**src/rtl/axi_lite_pkg.sv**
```systemverilog
// rtl/axi_lite_pkg.sv - AXI4-Lite response codes, FSM state types and byte-lane merge helper
package axi_lite_pkg;

  typedef logic [1:0] resp_t;

  localparam resp_t RESP_OKAY   = 2'b00;
  localparam resp_t RESP_SLVERR = 2'b10;
  localparam resp_t RESP_DECERR = 2'b11;

  typedef enum logic [1:0] {W_IDLE, W_ADDR, W_DATA, W_RESP} wr_state_t;
  typedef enum logic       {R_IDLE, R_DATA}                 rd_state_t;

  // Widest supported word is 64 bits; narrower callers zero-extend and truncate.
  function automatic logic [63:0] strb_merge(input logic [63:0] old_word,
                                             input logic [63:0] new_word,
                                             input logic [7:0]  strb);
    logic [63:0] merged;
    merged = old_word;
    for (int i = 0; i < 8; i++) begin
      if (strb[i]) merged[i*8 +: 8] = new_word[i*8 +: 8];
    end
    return merged;
  endfunction

endpackage

```
**src/rtl/axi_lite_strb_ram.sv**
```systemverilog
// rtl/axi_lite_strb_ram.sv - word array with byte-enable write port and registered, clearable read port
module axi_lite_strb_ram
  import axi_lite_pkg::*;
#(
  parameter int DATA_WIDTH = 32,
  parameter int DEPTH      = 32,
  localparam int STRB_WIDTH = DATA_WIDTH / 8,
  localparam int IDX_W      = $clog2(DEPTH)
) (
  input  logic                  clk,
  input  logic                  rst,
  input  logic                  we,
  input  logic [IDX_W-1:0]      waddr,
  input  logic [DATA_WIDTH-1:0] wdata,
  input  logic [STRB_WIDTH-1:0] wstrb,
  input  logic                  re,
  input  logic                  rclr,
  input  logic [IDX_W-1:0]      raddr,
  output logic [DATA_WIDTH-1:0] rdata
);

  logic [DATA_WIDTH-1:0] mem [DEPTH];

  // Whole array clears on reset; a write only touches the strobed byte lanes.
  always_ff @(posedge clk or posedge rst) begin
    if (rst) begin
      for (int i = 0; i < DEPTH; i++) mem[i] <= '0;
    end else if (we) begin
      mem[waddr] <= DATA_WIDTH'(strb_merge(64'(mem[waddr]), 64'(wdata), 8'(wstrb)));
    end
  end

  // Read register samples the pre-write word on a same-edge collision; it is
  // zeroed when the beat is consumed so the bus data is 0 whenever idle.
  always_ff @(posedge clk or posedge rst) begin
    if (rst) begin
      rdata <= '0;
    end else if (re) begin
      rdata <= mem[raddr];
    end else if (rclr) begin
      rdata <= '0;
    end
  end

endmodule

```
**src/rtl/axi_lite_mem_slave.sv**
```systemverilog
// rtl/axi_lite_mem_slave.sv - AXI4-Lite memory slave, independent read/write FSMs; AXIL_UNALIGNED_SLVERR_EN enables SLVERR on unaligned addresses
module axi_lite_mem_slave
  import axi_lite_pkg::*;
#(
  parameter int ADDR_WIDTH = 32,
  parameter int DATA_WIDTH = 32,
  parameter int DEPTH      = 32,
  parameter logic [ADDR_WIDTH-1:0] BASE_ADDR = '0,
  localparam int STRB_WIDTH = DATA_WIDTH / 8
) (
  input  logic                  ACLK,
  input  logic                  ARESET,
  input  logic [ADDR_WIDTH-1:0] AWADDR,
  input  logic                  AWVALID,
  output logic                  AWREADY,
  input  logic [DATA_WIDTH-1:0] WDATA,
  input  logic [STRB_WIDTH-1:0] WSTRB,
  input  logic                  WVALID,
  output logic                  WREADY,
  output logic [1:0]            BRESP,
  output logic                  BVALID,
  input  logic                  BREADY,
  input  logic [ADDR_WIDTH-1:0] ARADDR,
  input  logic                  ARVALID,
  output logic                  ARREADY,
  output logic [DATA_WIDTH-1:0] RDATA,
  output logic [1:0]            RRESP,
  output logic                  RVALID,
  input  logic                  RREADY
);

  localparam int IDX_W = $clog2(DEPTH);
  localparam int LSB_W = $clog2(STRB_WIDTH);
  localparam logic [ADDR_WIDTH-1:0] WIN_BYTES = ADDR_WIDTH'(DEPTH * STRB_WIDTH);

  // off = addr - BASE_ADDR; an address below the base wraps to a value past the window.
  function automatic resp_t decode_resp(input logic [ADDR_WIDTH-1:0] off);
    if (off >= WIN_BYTES) return RESP_DECERR;
`ifdef AXIL_UNALIGNED_SLVERR_EN
    if (off[LSB_W-1:0] != '0) return RESP_SLVERR;
`endif
    return RESP_OKAY;
  endfunction

  wr_state_t             w_state;
  rd_state_t             r_state;
  logic                  ready_en;
  logic [ADDR_WIDTH-1:0] aw_addr_q;
  logic [DATA_WIDTH-1:0] w_data_q;
  logic [STRB_WIDTH-1:0] w_strb_q;

  logic                  aw_hs, w_hs, ar_hs, wr_commit;
  logic [ADDR_WIDTH-1:0] c_addr, c_off, r_off;
  logic [DATA_WIDTH-1:0] c_data;
  logic [STRB_WIDTH-1:0] c_strb;
  resp_t                 c_resp, r_resp;

  // Readies stay low from reset assertion until the first edge after release.
  always_ff @(posedge ACLK or posedge ARESET) begin
    if (ARESET) ready_en <= 1'b0;
    else        ready_en <= 1'b1;
  end

  assign AWREADY = ready_en && (w_state == W_IDLE || w_state == W_DATA);
  assign WREADY  = ready_en && (w_state == W_IDLE || w_state == W_ADDR);
  assign ARREADY = ready_en && (r_state == R_IDLE);
  assign BVALID  = (w_state == W_RESP);
  assign RVALID  = (r_state == R_DATA);

  assign aw_hs = AWVALID && AWREADY;
  assign w_hs  = WVALID && WREADY;
  assign ar_hs = ARVALID && ARREADY;

  // Select the address/data for the commit, taking each from the live bus or its holding register.
  always_comb begin
    wr_commit = 1'b0;
    c_addr    = aw_addr_q;
    c_data    = w_data_q;
    c_strb    = w_strb_q;
    unique case (w_state)
      W_IDLE: begin
        wr_commit = aw_hs && w_hs;
        c_addr    = AWADDR;
        c_data    = WDATA;
        c_strb    = WSTRB;
      end
      W_ADDR: begin
        wr_commit = w_hs;
        c_data    = WDATA;
        c_strb    = WSTRB;
      end
      W_DATA: begin
        wr_commit = aw_hs;
        c_addr    = AWADDR;
      end
      default: ;
    endcase
  end

  assign c_off  = c_addr - BASE_ADDR;
  assign c_resp = decode_resp(c_off);
  assign r_off  = ARADDR - BASE_ADDR;
  assign r_resp = decode_resp(r_off);

  // Write FSM: hold whichever of AW/W arrives first, commit when both are in, then hold B.
  always_ff @(posedge ACLK or posedge ARESET) begin
    if (ARESET) begin
      w_state   <= W_IDLE;
      aw_addr_q <= '0;
      w_data_q  <= '0;
      w_strb_q  <= '0;
      BRESP     <= RESP_OKAY;
    end else begin
      unique case (w_state)
        W_IDLE: begin
          if (wr_commit) begin
            w_state <= W_RESP;
            BRESP   <= c_resp;
          end else if (aw_hs) begin
            aw_addr_q <= AWADDR;
            w_state   <= W_ADDR;
          end else if (w_hs) begin
            w_data_q <= WDATA;
            w_strb_q <= WSTRB;
            w_state  <= W_DATA;
          end
        end
        W_ADDR, W_DATA: begin
          if (wr_commit) begin
            w_state <= W_RESP;
            BRESP   <= c_resp;
          end
        end
        W_RESP: begin
          if (BREADY) w_state <= W_IDLE;
        end
        default: w_state <= W_IDLE;
      endcase
    end
  end

  // Read FSM: one outstanding read; response held until RREADY.
  always_ff @(posedge ACLK or posedge ARESET) begin
    if (ARESET) begin
      r_state <= R_IDLE;
      RRESP   <= RESP_OKAY;
    end else begin
      unique case (r_state)
        R_IDLE: begin
          if (ar_hs) begin
            r_state <= R_DATA;
            RRESP   <= r_resp;
          end
        end
        R_DATA: begin
          if (RREADY) begin
            r_state <= R_IDLE;
            RRESP   <= RESP_OKAY;
          end
        end
        default: r_state <= R_IDLE;
      endcase
    end
  end

  axi_lite_strb_ram #(
    .DATA_WIDTH (DATA_WIDTH),
    .DEPTH      (DEPTH)
  ) u_ram (
    .clk   (ACLK),
    .rst   (ARESET),
    .we    (wr_commit && (c_resp == RESP_OKAY)),
    .waddr (c_off[LSB_W +: IDX_W]),
    .wdata (c_data),
    .wstrb (c_strb),
    .re    (ar_hs && (r_resp == RESP_OKAY)),
    .rclr  (RVALID && RREADY),
    .raddr (r_off[LSB_W +: IDX_W]),
    .rdata (RDATA)
  );

endmodule

```
**config.mk**
```make
export PLATFORM = sky130hd
export DESIGN_NAME = axi_lite_mem_slave
export DESIGN_NICKNAME = d
export VERILOG_FILES = /design/src/rtl/axi_lite_pkg.sv /design/src/rtl/axi_lite_strb_ram.sv /design/src/rtl/axi_lite_mem_slave.sv
export SDC_FILE = /design/constraint.sdc
export NUM_CORES = 2
export LEC_CHECK = 0
export BUFFER_PORTS_ARGS = -buffer_cell sky130_fd_sc_hd__buf_2
export CORE_MARGIN = 1
export CORE_UTILIZATION = 45
export DETAILED_ROUTE_END_ITERATION = 16
export PLACE_DENSITY_LB_ADDON = 0.05
export SYNTH_ARGS = -nofsm -noshare
export SYNTH_HDL_FRONTEND = slang
export SYNTH_SLANG_ARGS = --single-unit
```
**constraint.sdc**
```tcl
create_clock -name ACLK -period 99.5 [get_ports ACLK]
set_clock_uncertainty 0.2 [all_clocks]
set_input_delay 19.9 -clock ACLK [delete_from_list [all_inputs] [get_ports ACLK]]
set_output_delay 19.9 -clock ACLK [all_outputs]
set_load 0.005 [all_outputs]
```
==> impl_metrics.tcl <==
set metrics [dict create \
    fp-row-count 128 \
    clk_latency_ps 760 \
    cp.required_ps 99880 \
    ys.flop_type "dfrtp_1" \
    peakVddDrop_v 0.0000268 \
    avgViaCountPerCell 6.20 \
    p_leak_nw 25.5 \
    critPathLaunchType "input port" \
    setup_viol 0 \
    async_flop_share 1.00 \
    synth_area_um2 55600 \
    initial_core_util 0.455 \
    grt_pass1_wl_um 291000 \
    timing.final.max_slew_violations 0 \
    rrSetupSlack_ps 93690 \
    drv_cap 0 \
    synth_enable_flop_cells 0 \
    num-fill-cells 11102 \
    drcViolationCount 0 \
    setup_tns_ps 0 \
    wl_met3_um 13300 \
    hold_buffers 0 \
    wl_per_cell_um 28.5 \
    dp_hpwl_um 100000 \
    portBuffers 143 \
    fmax_mhz 42.4 \
    rr_endpoint "u_ram.mem[82]" \
    die_w_um 354 \
    hp-class "flip-flop to flip-flop" \
    syn-num-nets 5401 \
    final_nets 5254 \
    antenna_found_initial 4 \
    grt_usage 0.316 \
    synth_cell_types 60 \
    fin_crit_ps 23590 \
    first_global_vias 41938 \
    final_area_um2 62200 \
    synth_seq_cells 1128 \
    syn_avg_cell_area_um2 10.5 \
    worstSetupStartpoint "AWADDR[2]" \
    clk_pin_slew_ps 60 \
    fp.dieArea_um2 125000 \
    crit_type "input port to flip-flop" \
    r2r_cells 11 \
    crit_path_end_kind "flip-flop" \
    core_area_um2 122000 \
    finalNonFillerCells 6871 \
    synth_top_cell_by_area "dfrtp_1" \
    post_cts_resized 0 \
    final-hold-violation-count 0 \
    wl_met1_um 85000 \
    yosysMostFrequentCell "nand2_1" \
    grt_max_degree 155 \
    drt_pass1_iterations 6 \
    slew_headroom 0.228 \
    crit_arrival_ps 23970 \
    final_util 0.509 \
    yosysWarnings 0 \
    via_count 42623 \
    endpoint "u_ram.mem[294]" \
    synthCells 5290 \
    boundaryPins 148 \
    crit_path_frequent_cell "buf_4" \
    cpPeakStageDelay_ps 800 \
    top_layer_used "met5" \
    powerDensity_nw_per_um2 23.0 \
    synth_common_cells "nand2_1, dfrtp_1, o21ai_0, a22oi_1, clkbuf_1" \
    gp_congestion 0.767 \
    met2_length_um 92200 \
    die_y_um 354 \
    period_share 0.237 \
    gr-total-overflow 0 \
    cts_tree "done" \
    drive_gt1_frac 0.181 \
    syn2layout_area_growth_pct 11.9 \
    numCtsBuffers 134 \
    cts_buffer_depth 3 \
    ys_seq_area_frac 0.507 \
    ant_nets 0 \
    place_inst 6632 \
    drt_iter0_drc 3966 \
    critPathMaxFanout 117 \
    cts_root_buffer "clkbuf_16" \
    cp_slowest_cell "o41ai_4" \
    post_dp_cell_area_um2 57700 \
    r2r_start "w_state[0]" \
    htreeDepth 4 \
    wl_um 196000 \
    synth_area_leaders "dfrtp_1, mux4_2, nand2_1" \
    cts.sinks 1128 \
    crit_chain "buf_2 -> o211ai_2 -> nand2_4 -> buf_12 -> buf_4 -> a22oi_1 -> a21oi_1 -> or4_1 -> o41ai_4 -> buf_4 -> o21ai_0" \
    rsz0062_at_grt "false" \
    netlist.area_leader.share 0.507 \
    worstMarginPinSlew_ps 1160 \
    run_status "finished, final reports clean" \
    cts_setup_buffers 0 \
    finalPower_w 0.00143 \
]
critical path, delay by kind of cell:
family          cells  cell delay (ps)
compound gates      5             1390
simple gates        2             1090
buf+inv             4             1450
routing by layer:
metal,track usage,up-vias
li1,-,19145
met1,0.451,21589
met2,0.501,1575
met3,0.0489,310
met4,0.0926,4
met5,0,-
placed cells by master, fill, tap and decap left out, types with 20 or more instances in the layout:
cell type | Yosys | final
or4_1 | 25 | 25
nand2_1 | 1155 | 1141
mux2i_1 | 35 | 35
clkbuf_1 | 373 | 27
or3_1 | 34 | 32
o41ai_4 | 0 | 31
o21ai_1 | 296 | 296
nand3_1 | 38 | 33
buf_2 | 83 | 138
clkbuf_16 | 0 | 141
a22oi_1 | 412 | 412
dfrtp_1 | 1128 | 1128
mux2_2 | 66 | 66
o21ai_0 | 778 | 776
o22ai_1 | 20 | 20
clkinv_2 | 0 | 21
a22o_1 | 51 | 51
a221oi_1 | 50 | 50
buf_4 | 16 | 108
clkbuf_8 | 0 | 37
mux4_2 | 320 | 320
a21oi_1 | 209 | 209
logic make-up after synthesis:
logic type | count (synthesis) | synth area share
AO/OA/AOI/OAI | 1863 | 0.202
adder cells (fa/ha/maj) | 4 | 0.000900
buffers and inverters | 549 | 0.0418
flip-flops | 1128 | 0.507
multiplexers | 423 | 0.150
other | 1 | 0.0000674
AND/OR/NAND/NOR | 1322 | 0.0984
state kept, by name, indices dropped and copies added, names as in the netlist:
signal,flops
u_ram.rdata,32
BRESP,1
RVALID,1
u_ram.mem,1024
ready_en,1
RRESP,1
aw_addr_q,30
w_state,2
w_data_q,32
w_strb_q,4
how the worst min path moves through the flow:
stage	start	endpoint	cells after the start	slack [ps]
2_1_floorplan	u_ram.mem[160]	u_ram.mem[160]	2	270
3_3_place_gp	u_ram.rdata[5]	u_ram.rdata[5]	2	260
3_5_place_dp	u_ram.rdata[31]	u_ram.rdata[31]	2	270
4_1_cts	u_ram.rdata[31]	u_ram.rdata[31]	2	280
5_1_grt	u_ram.rdata[2]	u_ram.rdata[2]	2	290
6_report	u_ram.rdata[2]	u_ram.rdata[2]	2	270
through the flow:
stage          worst slack [ps]  hold WS (ps)
4_1_cts                   75990           278
3_3_place_gp              75180           259
3_5_place_dp              75210           266
5_1_grt                   75800           291
6_report                  75910           272
2_1_floorplan             47630           266
cell type report:
cell class,count,area [um^2],share of cell area
Clock inverter,32,370,0.00595
Inverter,9,41.3,0.000663
Sequential cell,1128,28200,0.453
Antenna cell,2,5.00,0.0000804
Tap cell,1625,2030,0.0327
Timing Repair Buffer,257,1700,0.0274
Clock buffer,205,4140,0.0665
Multi-Input combinational cell,3613,25700,0.413
power breakdown:
part / leakage, nW / internal [W] / switching (W) / total [W]
Clock: 2.24 / 0.000306 / 0.000199 / 0.000505
Sequential: 15.6 / 0.000475 / 0.00000945 / 0.000484
Combinational: 7.65 / 0.0000916 / 0.000352 / 0.000444
Total: 25.5 / 0.000872 / 0.000560 / 0.00143
Note: power is estimated with default switching activity, not from simulation.
